## config.mk

```make
export PLATFORM = sky130hd
export DESIGN_NAME = guess_round_fsm
export DESIGN_NICKNAME = d
export VERILOG_FILES = /design/src/rtl/guess_round_fsm.sv
export SDC_FILE = /design/constraint.sdc
export NUM_CORES = 1
export LEC_CHECK = 0
export CAP_MARGIN = 20
export CORE_ASPECT_RATIO = 0.8
export CORE_MARGIN = 2
export CORE_UTILIZATION = 25
export CTS_CLUSTER_SIZE = 10
export DETAILED_ROUTE_END_ITERATION = 6
export MAX_ROUTING_LAYER = met4
export PLACE_DENSITY = 0.46
export SLEW_MARGIN = 15
export SYNTH_ARGS = -nofsm -noshare
export SYNTH_HDL_FRONTEND = slang
export SYNTH_SLANG_ARGS = --single-unit
```

## constraint.sdc

```tcl
create_clock -name clk -period 2 [get_ports clk]
set_clock_uncertainty 0.15 [all_clocks]
set_input_delay 0.2 -clock clk [delete_from_list [all_inputs] [get_ports clk]]
set_output_delay 0.2 -clock clk [all_outputs]
set_load 0.05 [all_outputs]
```

## src/rtl/guess_round_fsm.sv

```systemverilog
// ---------------------------------------------------------------------------
// guess_round_fsm
//   Round controller for the number-guessing game. On an accepted start it
//   latches a secret (0..99) derived from a free-running 7-bit LFSR, loads
//   the round countdown for the selected difficulty (30/60/90 s), grades
//   player guesses and declares WIN or LOSE.
//
// Parameters
//   TICK_DIV     : clock cycles per one-second countdown tick (>= 2)
//   MAX_ATTEMPTS : graded guesses allowed per round (1..15)
//
// Ports
//   clk          : system clock, rising edge
//   rst          : asynchronous active-high reset
//   difficulty   : 1 = 30 s, 2 = 60 s, 3 = 90 s, 0 = invalid
//   start        : single-cycle request to begin a round
//   guess_valid  : single-cycle strobe qualifying guess
//   guess        : player guess, legal range 0..99
//   time_left    : seconds remaining in the round
//   hint         : 00 none, 01 too low, 10 too high, 11 correct
//   attempts     : graded guesses made this round
//   busy/win/lose: state indicators for PLAY/WIN/LOSE
//   secret       : latched secret while in WIN/LOSE, 0 otherwise
// ---------------------------------------------------------------------------
module guess_round_fsm #(
  parameter int TICK_DIV     = 50_000_000,
  parameter int MAX_ATTEMPTS = 10
) (
  input  logic       clk,
  input  logic       rst,
  input  logic [1:0] difficulty,
  input  logic       start,
  input  logic       guess_valid,
  input  logic [6:0] guess,
  output logic [6:0] time_left,
  output logic [1:0] hint,
  output logic [3:0] attempts,
  output logic       busy,
  output logic       win,
  output logic       lose,
  output logic [6:0] secret
);

  typedef enum logic [1:0] {IDLE, PLAY, WIN, LOSE} state_t;

  localparam int            CW        = $clog2(TICK_DIV);
  localparam logic [CW-1:0] TICK_LAST = CW'(TICK_DIV - 1);
  localparam logic [3:0]    ATT_LAST  = 4'(MAX_ATTEMPTS);

  state_t        state, state_n;
  logic [6:0]    time_left_n;
  logic [1:0]    hint_n;
  logic [3:0]    attempts_n, attempts_inc;
  logic [6:0]    secret_q, secret_n;
  logic [CW-1:0] tick_cnt, tick_cnt_n;
  logic [6:0]    lfsr;
  logic          tick;

  // State decode comes straight off the state register, so these are
  // registered outputs with no input-to-output path.
  assign busy   = (state == PLAY);
  assign win    = (state == WIN);
  assign lose   = (state == LOSE);
  assign secret = (win || lose) ? secret_q : 7'd0;

  always_comb begin
    // NOTE: every signal written here gets a default first, so no path
    // through the case/if tree can leave one unassigned and infer a latch.
    state_n      = state;
    time_left_n  = time_left;
    hint_n       = hint;
    attempts_n   = attempts;
    secret_n     = secret_q;
    tick_cnt_n   = '0;
    tick         = 1'b0;
    attempts_inc = attempts + 4'd1;

    case (state)
      PLAY: begin
        tick       = (tick_cnt == TICK_LAST);
        tick_cnt_n = tick ? '0 : tick_cnt + CW'(1);

        // Timeout first; a correct guess below overrides LOSE with WIN,
        // while time_left still takes the final decrement to 0.
        if (tick) begin
          time_left_n = time_left - 7'd1;
          if (time_left == 7'd1) state_n = LOSE;
        end

        if (guess_valid && guess < 7'd100) begin
          attempts_n = attempts_inc;
          if (guess < secret_q)      hint_n = 2'b01;
          else if (guess > secret_q) hint_n = 2'b10;
          else                       hint_n = 2'b11;

          if (guess == secret_q)          state_n = WIN;
          else if (attempts_inc == ATT_LAST) state_n = LOSE;
        end
      end

      default: begin
        // IDLE, WIN and LOSE all accept a new round directly.
        if (start && difficulty != 2'd0) begin
          state_n    = PLAY;
          attempts_n = 4'd0;
          hint_n     = 2'b00;
          secret_n   = (lfsr >= 7'd100) ? lfsr - 7'd100 : lfsr;
          case (difficulty)
            2'd1:    time_left_n = 7'd30;
            2'd2:    time_left_n = 7'd60;
            default: time_left_n = 7'd90;
          endcase
        end
      end
    endcase
  end

  // NOTE: the async reset covers every flop, including the LFSR, so the
  // secret sequence after reset is repeatable.
  always_ff @(posedge clk or posedge rst) begin
    if (rst) begin
      state     <= IDLE;
      time_left <= 7'd0;
      hint      <= 2'b00;
      attempts  <= 4'd0;
      secret_q  <= 7'd0;
      tick_cnt  <= '0;
      lfsr      <= 7'h01;
    end else begin
      // NOTE: non-blocking assignments so all registers update together
      // from values sampled before the edge.
      state     <= state_n;
      time_left <= time_left_n;
      hint      <= hint_n;
      attempts  <= attempts_n;
      secret_q  <= secret_n;
      tick_cnt  <= tick_cnt_n;
      // x^7 + x^6 + 1 Fibonacci; a non-zero seed never reaches all-zero.
      lfsr      <= {lfsr[5:0], lfsr[6] ^ lfsr[5]};
    end
  end

endmodule

```

==> metrics.cfg, run 1 <==
[floorplanning]
die_h_microns = 102
placementRows = 35
io_pins = 36
fp.dieW_microns = 127
coreArea_sq_um = 11600
die_area_sq_um = 12900
start_util_pct = 25.9

[timing]
maxSlewHeadroom_pct = 65.7
hold_viol = 0
setup_viol = 14
worstMarginPinSlew_ps = 512
timing.final.ws_setup_ps = -10.2
slew_violations = 0
post-route-period-util_pct = 101
fmax_mhz = 497
rsz0062_at_grt = true
period_needed_ps = 2010
fin_tns_setup_ps = -99.1

[clocking]
cts.path.max_buffers = 2
cts_tree = yes
clock-sinks = 55
clk_pin_slew_ps = 70
numCtsBuffers = 5
clk_latency_ps = 290
cts_hold_buf = 0
ctsHtreeMaxLevel = 2
root_buffer = clkbuf_16

[pwr]
p_per_area_nw_per_um2 = 880
power_leakage_nw = 1.89
ir_drop_mv = 0.513

[layout]
fin_area_sq_um = 4310
antennaDiodeCount = 0
drive_above_1_share_pct = 29.7
final_core_util_pct = 37.1
fin_nets = 431
area_growth_pct = 43.5

[logic_synthesis]
synth_edf_count = 0
yosysSeqAreaShare_pct = 45.9
synth_warnings = 0
avgSynthCellArea_sq_um = 9.53
postSynthNetCount = 346
ys_types = 50
synth.cell_area_sq_um = 3000
synth_cells = 315
synth-seq-cells = 55
synth_ff_type = dfrtp_1
async_flop_share_pct = 100

[route]
drc = 0
first_iter_violations = 91
viasPerCell = 4.44
wl_per_cell_microns = 13.4
via_count = 2437
firstDrtPassIters = 4
ant_nets = 0
wl_microns = 7360

[setup_path]
critical-path-max-stage-delay_ps = 350
crit_fanout = 6
end_kind = flop
cp_slowest_cell = dfrtp_1
worst_ep_required_time_ps = 2030
path_depth = 8
start_kind = flop
r2r_end = tick_cnt[9]
critPathKind = flop to flop
crit_buf_inv = 2
cp-endpoint = tick_cnt[9]
r2r_slack_ps = -10
critPathLaunch = tick_cnt[0]
arrival_ps = 2040
crit_path_cell_trace = ha_2, nand3_2, or2_4, buf_6, nor4_4, nand2b_4, clkbuf_16, nor2_4
path_delay_family = simple AND/OR/NAND/NOR gates
rr_startpoint = tick_cnt[0]
rr_worst_depth = 8

[place]
dpl_cell_area_sq_um = 3880
port_buffers = 35
place.gp.congestion = 0.774
dp_hpwl_microns = 5350

[global_route]
grt_max_degree = 35
grt_first_pass_wirelength_microns = 12000
grtUsageTotal_pct = 11.9
first_global_vias = 2352
overflow = 0
antenna_found_initial = 0

[hold_path]
hp-class = input pin to asynchronous set/reset pin

[run]
cap_violations = 0

[status]
violations = negative setup slack
status = finished with violations

==> logic make-up after synthesis <==
| family | count (synthesis) | synth area share (%) |
|---|---|---|
| and+or+nand+nor | 140 | 24.9 |
| DFF | 55 | 45.9 |
| AOI/OAI and AO/OA | 39 | 8.75 |
| buffers and inverters | 34 | 4.42 |
| xor gates and xnor gates | 27 | 7.87 |
| adders and majority gates | 18 | 7.50 |
| muxes | 2 | 0.667 |
==> power by group <==
group          internal, W  switching [W]  leakage [nW]
Combinational     0.000617       0.000821          1.10
Sequential         0.00129       0.000177         0.712
Clock             0.000470       0.000418        0.0742
Total              0.00238        0.00142          1.89
==> final cells by class <==
| class | instances | area [sq um] |
|---|---|---|
| clock buffers | 5 | 125 |
| multi-input cells | 226 | 1690 |
| well taps | 148 | 185 |
| fillers | 1111 | 7300 |
| flip-flops and latches | 55 | 1380 |
| repair buffers | 87 | 810 |
| inverters | 25 | 95.1 |
| clock inverters | 3 | 22.5 |
==> layer usage <==
| layer | global-route usage [%] | routed length, microns | part of all wire, % |
|---|---|---|---|
| met2 | 16.6 | 3120 | 42 |
| met1 | 17.6 | 3940 | 54 |
| met3 | 1.88 | 209 | 2.8 |
| met4 | 3.55 | 82 | 1.1 |
| met5 | - | 0 | 0 |
==> cells in the mapped netlist (2+ instances only) <==
library cell,instances,area (sq um)
inv_1,24,90.1
nor3b_1,2,15.0
and3_1,6,37.5
dfrtp_1,54,1350
a21oi_1,5,25.0
ha_1,18,225
nand3_1,18,90.1
a21o_1,5,37.5
mux2i_1,2,20.0
nand2b_1,3,18.8
buf_2,4,20.0
xor2_1,17,149
and2_1,10,62.6
nor2b_1,3,18.8
clkbuf_1,5,18.8
o21ai_0,12,60.1
xnor2_1,10,87.6
nor2_1,46,173
nor4_1,2,12.5
nor4_2,3,37.5
a211oi_1,3,22.5
nand2_1,24,90.1
a31oi_1,2,12.5
nor3_1,4,20.0
nand4_1,8,50.1
==> cells in the final DEF (no fill, tap or decap), types with 2 or more instances in the layout <==
| master | n |
|---|---|
| buf_4 | 55 |
| dfrtp_1 | 54 |
| nand2_1 | 24 |
| nor2_1 | 23 |
| inv_1 | 22 |
| clkdlybuf4s50_1 | 21 |
| nor2_4 | 18 |
| nand3_1 | 17 |
| ha_1 | 17 |
| xor2_1 | 16 |
| o21ai_0 | 10 |
| and2_1 | 10 |
| xnor2_1 | 10 |
| nand4_1 | 8 |
| clkbuf_16 | 7 |
| and3_1 | 6 |
| a21o_1 | 5 |
| a21oi_1 | 5 |
| nor2_2 | 5 |
| buf_6 | 5 |
| nor3_1 | 4 |
| buf_12 | 4 |
| nor2b_1 | 3 |
| o21ai_1 | 3 |
| nor4_2 | 3 |
| nand2b_1 | 2 |
| clkinv_2 | 2 |
| nor3b_1 | 2 |
| nand3_2 | 2 |
| nor4_4 | 2 |
| mux2i_1 | 2 |
| a31oi_1 | 2 |
| inv_2 | 2 |
| a211oi_1 | 2 |
==> worst min-delay path by stage <==
stage	from	to	slack, ps
2_1_floorplan	lfsr[1]	lfsr[2]	220
3_5_place_dp	lfsr[0]	lfsr[1]	260
6_report	rst	tick_cnt[22]	100
3_3_place_gp	lfsr[1]	lfsr[2]	250
5_1_grt	rst	tick_cnt[22]	120
4_1_cts	rst	tick_cnt[22]	100
==> worst reg2reg max path: cells and delay by family (launching register included) <==
family / cells / cell delay, ps
and+or+nand+nor: 5 / 900
adders and majority gates: 1 / 190
buffers and inverters: 2 / 320
DFF: 1 / 350
==> what timing repair did <==
item,CTS,global route
endpoints found under the setup margin,7,32
pin swaps,5,30
buffers inserted,1,0
gates cloned,0,3
gates resized for setup,5,51
==> stage by stage <==
step	setup slack [ps]	hold slack [ps]	cells	power [W]
2_1_floorplan	-52.4	217	315	0.00225
3_3_place_gp	-197	247	537	0.00278
3_5_place_dp	-202	255	537	0.00279
4_1_cts	-3.41	101	546	0.00371
5_1_grt	-127	117	549	0.00404
6_report	-10.2	97.8	549	0.00379
==> state kept, by name, indices dropped and copies added (netlist names) <==
signal,cells
attempts,4
tick_cnt,26
hint,2
secret_q,7
state,2
lfsr,7
time_left,7
Power figures use the tool's default switching activity.
==> run 2: changes to the inputs <==
- ABC_AREA: unset -> 1
- CORE_UTILIZATION: 25 -> 50
- PLACE_DENSITY: 0.46 -> 0.76
==> run 2 against run 1 <==
The run now ends clean. Sequential power rose by 7%. Critical endpoint is now attempts[2]. Sequential cell count stayed put. Maximum frequency grew 4.1%. Clock power fell by 29%. Register-to-register slack improved by 180 ps. Combinational power up 33%. Core utilization increased by 23 points. Critical path depth shrank 7. Synthesized area up 16%. Power up 8.7%.
==> metrics.cfg, run 2 <==
[floorplanning]
fp.dieW_microns = 97.5
coreArea_sq_um = 6820
die_area_sq_um = 7680
die_h_microns = 78.8
start_util_pct = 51.2
io_pins = 36
placementRows = 27

[run]
cap_violations = 0

[route]
viasPerCell = 5.10
firstDrtPassIters = 4
drc = 0
wl_microns = 7800
via_count = 3145
ant_nets = 0
wl_per_cell_microns = 12.6
first_iter_violations = 199

[clocking]
root_buffer = clkbuf_8
cts_tree = yes
ctsHtreeMaxLevel = 2
clock-sinks = 55
cts_hold_buf = 0
cts.path.max_buffers = 2
clk_latency_ps = 310
numCtsBuffers = 5
clk_pin_slew_ps = 100

[timing]
fin_tns_setup_ps = 0
fmax_mhz = 518
hold_viol = 0
post-route-period-util_pct = 96.6
slew_violations = 0
period_needed_ps = 1930
maxSlewHeadroom_pct = 65.0
rsz0062_at_grt = false
setup_viol = 0
worstMarginPinSlew_ps = 524

[setup_path]
critical-path-max-stage-delay_ps = 830
start_kind = flop
cp_slowest_cell = clkdlybuf4s50_1
crit_path_cell_trace = clkdlybuf4s50_1
crit_buf_inv = 1
rr_worst_depth = 8
arrival_ps = 1580
path_depth = 1
worst_ep_required_time_ps = 1650
crit_fanout = 5
end_kind = output pin
critPathKind = flop to output pin
path_delay_family = buffers and inverters

[place]
dpl_cell_area_sq_um = 3980
place.gp.congestion = 0.945
dp_hpwl_microns = 5980
port_buffers = 35

[logic_synthesis]
synth_top_area_cell = dfrtp_1
yosys-top-cells-count = nand2_1, nor2_1, inv_1
async_flop_share_pct = 100
synth_cells = 487
yosysMostFrequentCell = nand2_1
synth-seq-cells = 55
synth_warnings = 0
yosysSeqAreaShare_pct = 39.4
ys_types = 31
synth_ff_type = dfrtp_1
synth.cell_area_sq_um = 3490
avgSynthCellArea_sq_um = 7.17
yosys.area.top_type_share_pct = 38.7
synth_edf_count = 0
ys_top_cells_by_area = dfrtp_1, nand2_1, nor2_1
postSynthNetCount = 518

[global_route]
grt_max_degree = 56
grt_first_pass_wirelength_microns = 13700
grtUsageTotal_pct = 22.4
first_global_vias = 3074
antenna_found_initial = 0
overflow = 0

[pwr]
p_per_area_nw_per_um2 = 1010
power_leakage_nw = 2.05
ir_drop_mv = 0.755

[layout]
fin_area_sq_um = 4080
drive_above_1_share_pct = 10.9
antennaDiodeCount = 0
area_growth_pct = 16.9
largest-register = tick_cnt
nFillCells = 631
mostFrequentLayoutCell = nand2_1
largest_reg_flops = 26
fin_nets = 560
most-common-layout-cells = nand2_1, nor2_1, inv_1
regArea_sq_um = 1380
multiInputGateArea_sq_um = 1850

[status]
status = finished, final reports clean

[hold_path]
hp-class = input pin to asynchronous set/reset pin

-- run 2: cells by family after synthesis --
logic type | after synthesis | synth area share, %
mux | 1 | 0.287
flops | 55 | 39.4
xor+xnor | 13 | 3.26
buf+inv | 69 | 7.59
compound gates | 26 | 4.23
simple gates | 305 | 38.8
fa+ha+maj | 18 | 6.45
-- run 2: worst register-to-register path, stage by stage, from the launching register on --
cell and delay [ps]:
dfrtp_2 450, ha_1 250, nand3_2 150, inv_2 80
nand2_2 80, nor2_4 50, a21oi_2 230, inv_1 200
nor2_1 130
-- run 2: what timing repair did --
| action | 4_1_cts | 5_1_grt |
|---|---|---|
| setup buffers | 0 | 0 |
| endpoints found under the setup margin | 0 | 11 |
| gates resized for setup | 0 | 5 |
-- run 2: power breakdown --
part	leakage [nW]	internal [W]	switching, W	total, W
Sequential	0.725	0.00133	0.000246	0.00158
Combinational	1.28	0.000676	0.00124	0.00191
Clock	0.0482	0.000280	0.000350	0.000630
-- run 2: worst paths after layout --
path                        startpoint            to  slack [ps]
max                        attempts[2]   attempts[2]          70
min                                rst   secret_q[6]         110
max reg2reg                tick_cnt[0]  tick_cnt[12]         170
min reg2reg                    lfsr[4]       lfsr[5]         260
max in group asynchronous          rst       lfsr[0]        1300
min in group clk               lfsr[4]       lfsr[5]         260
-- run 2: cell type report --
class | count | share of cell area, %
Tap cell | 87 | 2.67
Sequential cell | 55 | 33.8
Inverter | 63 | 5.79
Multi-Input combinational cell | 363 | 45.3
Clock buffer | 7 | 2.11
Timing Repair Buffer | 41 | 10.2
Clock inverter | 1 | 0.123
-- run 2: layer usage --
metal / GRT usage, % / part of all wire [%]
met1: 29.9 / 47
met2: 36.1 / 46
met3: 4.05 / 5.5
met4: 5.42 / 1.1
met5: - / 0
-- run 2: stage by stage --
step | worst slack (ps) | hold slack, ps | instances | power [W] | util (%)
after floorplan | 299 | 204 | 487 | 0.00292 | -
after global placement | 77.1 | 234 | 609 | 0.00346 | 58.3
after detailed placement | 77.1 | 224 | 609 | 0.00351 | 58.3
after CTS | 25.8 | 118 | 617 | 0.00415 | 59.7
after global routing | 9.49 | 146 | 617 | 0.00442 | 59.8
final | 68.2 | 109 | 617 | 0.00412 | 59.8
